`src/rtl/gray_to_bin_serial.sv`:
```
// Serial Gray-to-binary decoder: one prefix-XOR bit per clock, MSB first; result valid WIDTH edges after accept.
// Backpressure: in_ready drops while converting, and while a finished result waits for out_ready.
module gray_to_bin_serial #(
  parameter int WIDTH = 4
) (
  input  logic             clk,
  input  logic             rst,
  input  logic             in_valid,
  output logic             in_ready,
  input  logic [WIDTH-1:0] gray_in,
  output logic             out_valid,
  input  logic             out_ready,
  output logic [WIDTH-1:0] bin_out,
  output logic             busy
);

  localparam int            IW      = $clog2(WIDTH);
  localparam logic [IW-1:0] IDX_MSB = IW'(WIDTH - 1);

  localparam logic [1:0] S_IDLE = 2'd0;
  localparam logic [1:0] S_CONV = 2'd1;
  localparam logic [1:0] S_DONE = 2'd2;

  logic [1:0]       state_q, state_d;
  logic [WIDTH-1:0] g_q, g_d;
  logic [WIDTH-1:0] acc_q, acc_d;
  logic [WIDTH-1:0] bin_q, bin_d;
  logic [IW-1:0]    idx_q, idx_d;
  logic             out_valid_q, out_valid_d;
  logic             accept;
  logic             upper_bit;
  logic             cur_bit;

  // In DONE a consumer taking the result frees the slot on the same edge.
  assign in_ready  = (state_q == S_IDLE) || ((state_q == S_DONE) && out_ready);
  assign accept    = in_valid && in_ready;
  assign busy      = (state_q == S_CONV);
  assign out_valid = out_valid_q;
  assign bin_out   = bin_q;

  always_comb begin
    upper_bit = 1'b0;
    if (idx_q != IDX_MSB) begin
      upper_bit = acc_q[idx_q + 1'b1];
    end
    cur_bit = upper_bit ^ g_q[idx_q];
  end

  always_comb begin
    state_d     = state_q;
    g_d         = g_q;
    acc_d       = acc_q;
    bin_d       = bin_q;
    idx_d       = idx_q;
    out_valid_d = out_valid_q;

    case (state_q)
      S_CONV: begin
        acc_d[idx_q] = cur_bit;
        if (idx_q == '0) begin
          bin_d       = acc_d;
          out_valid_d = 1'b1;
          state_d     = S_DONE;
        end else begin
          idx_d = idx_q - 1'b1;
        end
      end
      S_DONE: begin
        if (out_ready) begin
          out_valid_d = 1'b0;
          state_d     = S_IDLE;
        end
      end
      default: state_d = S_IDLE;
    endcase

    if (accept) begin
      g_d     = gray_in;
      acc_d   = '0;
      idx_d   = IDX_MSB;
      state_d = S_CONV;
    end
  end

  always_ff @(posedge clk or posedge rst) begin
    if (rst) begin
      state_q     <= S_IDLE;
      g_q         <= '0;
      acc_q       <= '0;
      bin_q       <= '0;
      idx_q       <= '0;
      out_valid_q <= 1'b0;
    end else begin
      state_q     <= state_d;
      g_q         <= g_d;
      acc_q       <= acc_d;
      bin_q       <= bin_d;
      idx_q       <= idx_d;
      out_valid_q <= out_valid_d;
    end
  end

endmodule

```
`config.mk`:
```
export PLATFORM = sky130hd
export DESIGN_NAME = gray_to_bin_serial
export DESIGN_NICKNAME = d
export VERILOG_FILES = /design/src/rtl/gray_to_bin_serial.sv
export SDC_FILE = /design/constraint.sdc
export NUM_CORES = 1
export LEC_CHECK = 0
export CAP_MARGIN = 10
export CORE_MARGIN = 4
export CORE_UTILIZATION = 53
export CTS_BUF_LIST = sky130_fd_sc_hd__clkbuf_4 sky130_fd_sc_hd__clkbuf_8
export DETAILED_ROUTE_END_ITERATION = 12
export PLACE_DENSITY = 0.91
export RECOVER_POWER = 25
export SLEW_MARGIN = 20
export SYNTH_ARGS = -nofsm -noshare
export SYNTH_HDL_FRONTEND = slang
export SYNTH_SLANG_ARGS = --single-unit
```
`constraint.sdc`:
```
create_clock -name clk -period 2.4 [get_ports clk]
set_clock_uncertainty 0.1 [all_clocks]
set_input_delay 0.6 -clock clk [delete_from_list [all_inputs] [get_ports clk]]
set_output_delay 0.6 -clock clk [all_outputs]
set_load 0.01 [all_outputs]
```
---- Word level (Yosys, flattened, before mapping) ----
Cells that the tools add are included.
storage, ports and cells
  bits in writable memories ............... 0
  memories kept ........................... 0
  logic and storage cells ................. 52
  bits in read-only memories .............. 0
  latch bits .............................. 0
  input port bits ......................... 8
  output and inout bits ................... 7
  bits in registers ....................... 17
operators by class
  reductions and logical operators ........ 12
  $lt $le $gt $ge ......................... 3
  shift-type cells ........................ 0
  bitwise logic cells ..................... 1
  equality and inequality tests ........... 8
  multiply operators ...................... 0
  muxes and demuxes ....................... 20
  divide/modulo/power cells ............... 0
  $add $sub $neg .......................... 2
operator list
  cell                                                               number
  2-to-1 mux 2 bit                                                   6
  2-to-1 mux 4 bit                                                   2
  < comparator 2 x 3 -> 1 bit, second input constant                 2
  2-to-1 mux 1 bit                                                   6
  inequality test 2 bit, second input constant                       3
  AND reduction 2 bit                                                3
  binary-select mux 1 bit (select 2 bit)                             2
  bitwise mux 4 bit                                                  1
  logical NOT 2 bit                                                  2
  case mux 2 bit (2 select lines)                                    1
  nonzero test 2 bit                                                 2
  logical AND 1 bit                                                  3
  inequality test 3 x 1 -> 1 bit, second input constant              1
  inequality test 3 bit, second input constant                       1
  AND reduction 3 bit                                                1
  adder 2 x 1 -> 2 bit, second input constant                        1
  demux 1 bit (select 2 bit)                                         1
  == test 2 x 1 -> 1 bit, second input constant                      1
  == test 2 bit, second input constant                               1
  greater-or-equal comparator 2 x 1 -> 1 bit, second input constant  1
  inequality test 2 x 1 -> 1 bit, second input constant              1
  case mux 1 bit (2 select lines)                                    1
  subtractor 2 x 1 -> 2 bit, second input constant                   1
  logical OR 1 bit                                                   1
  XOR 1 bit                                                          1

---- Longest topological paths before layout ----
  word-level depth ........................ 8
  mapped depth ............................ 6
  mapped depth without buffers ............ 6

---- Worst setup path after synthesis ----
No wires, ideal clock.
  kind .................................... flip-flop to flip-flop
  start ................................... register idx_q[0]
  end ..................................... register acc_q[2]
  library setup time ...................... 132 ps
  cell stages (with the launch flop) ...... 7
  period minus slack after synthesis ...... 1673 ps
  required time ........................... 2168 ps
  arrival time ............................ 1441 ps
  path buffers ............................ 0
  path slack .............................. 727 ps
  cell sequence ........................... dfrtp_1 inv_1 ha_1 mux2i_1 o22ai_2 xnor2_2 o21ai_0
between the ends
  word-level cells in the longest chain between the ends .. 8
  elaborated cells between the ends (all ways) .. 16
  classes of those cells .................. add/sub: 1; order compare: 2; eq/ne: 1; mux: 10; bitwise: 1; reduce/logical: 1
RTL lines
  element                                 RTL line  text
  from (decl)                             28        logic [IW-1:0] idx_q, idx_d;
  from (signal assigned)                  98        idx_q <= idx_d;
  adder 2 x 1 -> 2 bit                    44        upper_bit = acc_q[idx_q + 1'b1];
  binary-select mux 1 bit (select 2 bit)  44
  2-to-1 mux 1 bit (implied by the code)  44
  2-to-1 mux 1 bit                        43        if (idx_q != IDX_MSB) begin
  XOR 1 bit                               46        cur_bit = upper_bit ^ g_q[idx_q];
  bitwise mux 4 bit (*)                   59        acc_d[idx_q] = cur_bit;
  2-to-1 mux 4 bit (*)                    57        case (state_q)
  2-to-1 mux 4 bit (*)                    77        if (accept) begin
  to (signal assigned)                    89        acc_q <= '0;
  to (signal assigned)                    96        acc_q <= acc_d;
  to (decl)                               26        logic [WIDTH-1:0] acc_q, acc_d;
Mark *: on every way between the ends. The rest lies on a longest branch, timed or not. The select of a mux whose other input is x is not followed.
A chain may end at the register's enable or synchronous reset.

---- Worst setup path in the final report ----
  start ................................... input port out_ready
  end ..................................... output port in_ready
between the ends
  word-level cells in the longest chain between the ends .. 2
RTL lines
  element            RTL line  text
  from (decl)        12        input logic out_ready,
  logical AND 1 bit  35        assign in_ready = (state_q == S_IDLE) || ((state_q == S_DONE) && out_ready);
  logical OR 1 bit   35
  to (decl)          9         output logic in_ready,
Every way passes these cells.

==> out/qor.csv <==
metric,value,unit
cp_max_fo,2,
firstDrtPassIters,4,
drive_above_1_share,0.101,
cp.arrival,1.52,ns
slew_violations,0,
fin_ws,0.180,ns
port_buffers,14,
ys_warn_count,0,
design_area,1080,um^2
grt_pass1_wl,3.24,mm
cts_sinks,17,
hpwl,1.32,mm
rows,14,
hold_end,bin_out[3],
drt-wirelength-per-cell,14.3,um
via_per_inst,5.85,
p_int,0.000854,W
ys_seq_area_frac,0.480,
htreeDepth,1,
cts_buffer_depth,2,
cap_viol_max_count,0,
clock-root-buffer,clkbuf_4,
cts_tree,done,
crit_path_end_kind,primary output,
switchingPower,0.000601,W
avgSynthCellArea,9.73,um^2
fmax,451,MHz
cts_hold_buffers,0,
period_needed,2.22,ns
drc_errors,0,
cts_inserted_buffers,3,
clk_latency,0.30,ns
die-width,48.9,um
rrSetupSlack,0.41,ns
rsz0062_at_grt,no,
finalNonFillerCells,125,
ioPinCount,15,
dp.cells,121,
syn_nets,103,
antenna_left,0,
core,1540,um^2
syn_area,886,um^2
leakagePower,0.489,nW
fin_tns_setup,0,ns
pwr-share-clk,0.116,
vias,731,
cp-start-kind,input port,
r2r_end,acc_q[2],
path_class,input port to primary output,
start_util,0.575,
die_h,48.9,um
ys_types,25,
slew_headroom,0.568,
diodes,0,
outcome,"finished, final reports clean",
nets,122,
ir_worst_vdd,747,uV
whs_path_depth,2,
yosys_register_bits,17,
finalHoldViolCount,0,
grt-ovfl-total,0,
hold_class,flop to flop,
grt_usage,0.171,
syn_to_final_growth,22.2,%
drt_iter0_markers,7,
finalCritPeriodShare,0.925,
pwr-share-comb,0.521,
switching_share,0.413,
num-fill-cells,110,
clk_pin_slew,0.10,ns
gp_congestion,0.906,
wl,1.79,mm
place_area,1050,um^2
antenna_found_initial,0,
r2r-start,idx_q[0],
power.density,1340,nW/um^2
dp_slack,-0.0770,ns
rr_worst_depth,6,
die_area,2390,um^2
seqPwrFrac,0.363,
netlist_instances,91,
grt_pass1_vias,786,
cp.required,1.70,ns
hp-start,bin_out[3],
tightest_slew,0.648,ns
grt_max_degree,18,
finalSetupViolCount,0,
==> metal layers <==
layer	track usage	share of wire
met1	0.195	0.43
met2	0.285	0.48
met3	0.0428	0.058
met4	0.0987	0.022
met5	0	0
==> critical path, cell delays in order <==
cell	delay, ns
clkdlybuf4s50_1	0.43
nor2b_1	0.16
nor2_1	0.05
dlygate4sd2_1	0.28
==> cell type report <==
class	instances	area (um^2)	area share
multi-input combinational	67	433	0.400
sequential	17	427	0.394
timing repair buffer	16	154	0.142
clock buffer	4	30.0	0.0277
tap	16	20.0	0.0185
inverter	5	18.8	0.0173
==> what timing repair did <==
action / in CTS / in global routing
gates resized for setup: 1 / 1
setup endpoints to repair: 1 / 1
buffers inserted: 0 / 0
==> synthesized netlist by cell type <==
cell type	count	area, um^2
nand3_1	2	10.0
nor3b_1	2	15.0
mux4_2	1	22.5
nor2_1	1	3.75
a32o_1	1	10.0
o31ai_1	1	7.51
xnor2_2	1	16.3
o22ai_2	1	12.5
nand2_1	19	71.3
o211ai_1	4	30.0
nand3b_1	2	15.0
clkbuf_1	1	3.75
and2b_1	1	7.51
inv_1	5	18.8
o21ai_1	2	10.0
xnor2_1	1	8.76
a21oi_1	7	35.0
mux2i_1	3	30.0
buf_2	1	5.00
o21ai_0	8	40.0
dfrtp_1	17	425
nor2b_1	3	18.8
or2_2	1	6.26
ha_1	4	50.1
nand2b_1	2	12.5
==> layout by cell type, fill, tap and decap left out, types with 2 or more instances in the layout <==
cell / n
nand2_1: 19
dfrtp_1: 16
clkdlybuf4s50_1: 12
o21ai_0: 8
a21oi_1: 7
inv_1: 5
o211ai_1: 4
ha_1: 4
clkbuf_4: 4
mux2i_1: 3
nor2b_1: 3
nand3b_1: 2
nand2b_1: 2
o21ai_1: 2
nand3_1: 2
nor3b_1: 2
buf_4: 2
==> worst max path at each step <==
| stage | start | end | slack, ns |
|---|---|---|---|
| after CTS | state_q[0] | busy | 0.1 |
| final | out_ready | in_ready | 0.18 |
| after global placement | out_ready | in_ready | -0.04 |
| after detailed placement | out_ready | in_ready | -0.08 |
| after global routing | state_q[0] | busy | 0.05 |
| after floorplan | idx_q[0] | acc_q[2] | 0.73 |
==> through the flow <==
stage	util	hold WS, ns	power, W
after detailed placement	0.683	0.368	0.00129
after CTS	0.701	0.390	0.00145
final	0.702	0.383	0.00146
after global routing	0.702	0.406	0.00157
after global placement	0.683	0.356	0.00126
after floorplan	-	0.340	0.00104
==> flip-flops by register name (all words and copies together), names as in the netlist <==
| register | flops |
|---|---|
| acc_q | 4 |
| bin_out | 4 |
| g_q | 4 |
| idx_q | 2 |
| out_valid | 1 |
| state_q | 2 |
==> power groups by stage <==
stage	Combinational (W)	Clock, W	Sequential [W]
final	0.000758	0.000169	0.000529
after global routing	0.000838	0.000187	0.000550
after CTS	0.000757	0.000169	0.000526
after detailed placement	0.000755	0	0.000533
after global placement	0.000737	0	0.000522
after floorplan	0.000536	0	0.000502
==> cell families after synthesis <==
group	after synthesis	synth area share
simple gates	33	0.181
compound gates	24	0.164
flops	17	0.480
buf+inv	7	0.0311
mux	4	0.0593
fa+ha+maj	4	0.0565
xor+xnor	2	0.0283
Note: power is estimated with default switching activity, not from simulation.
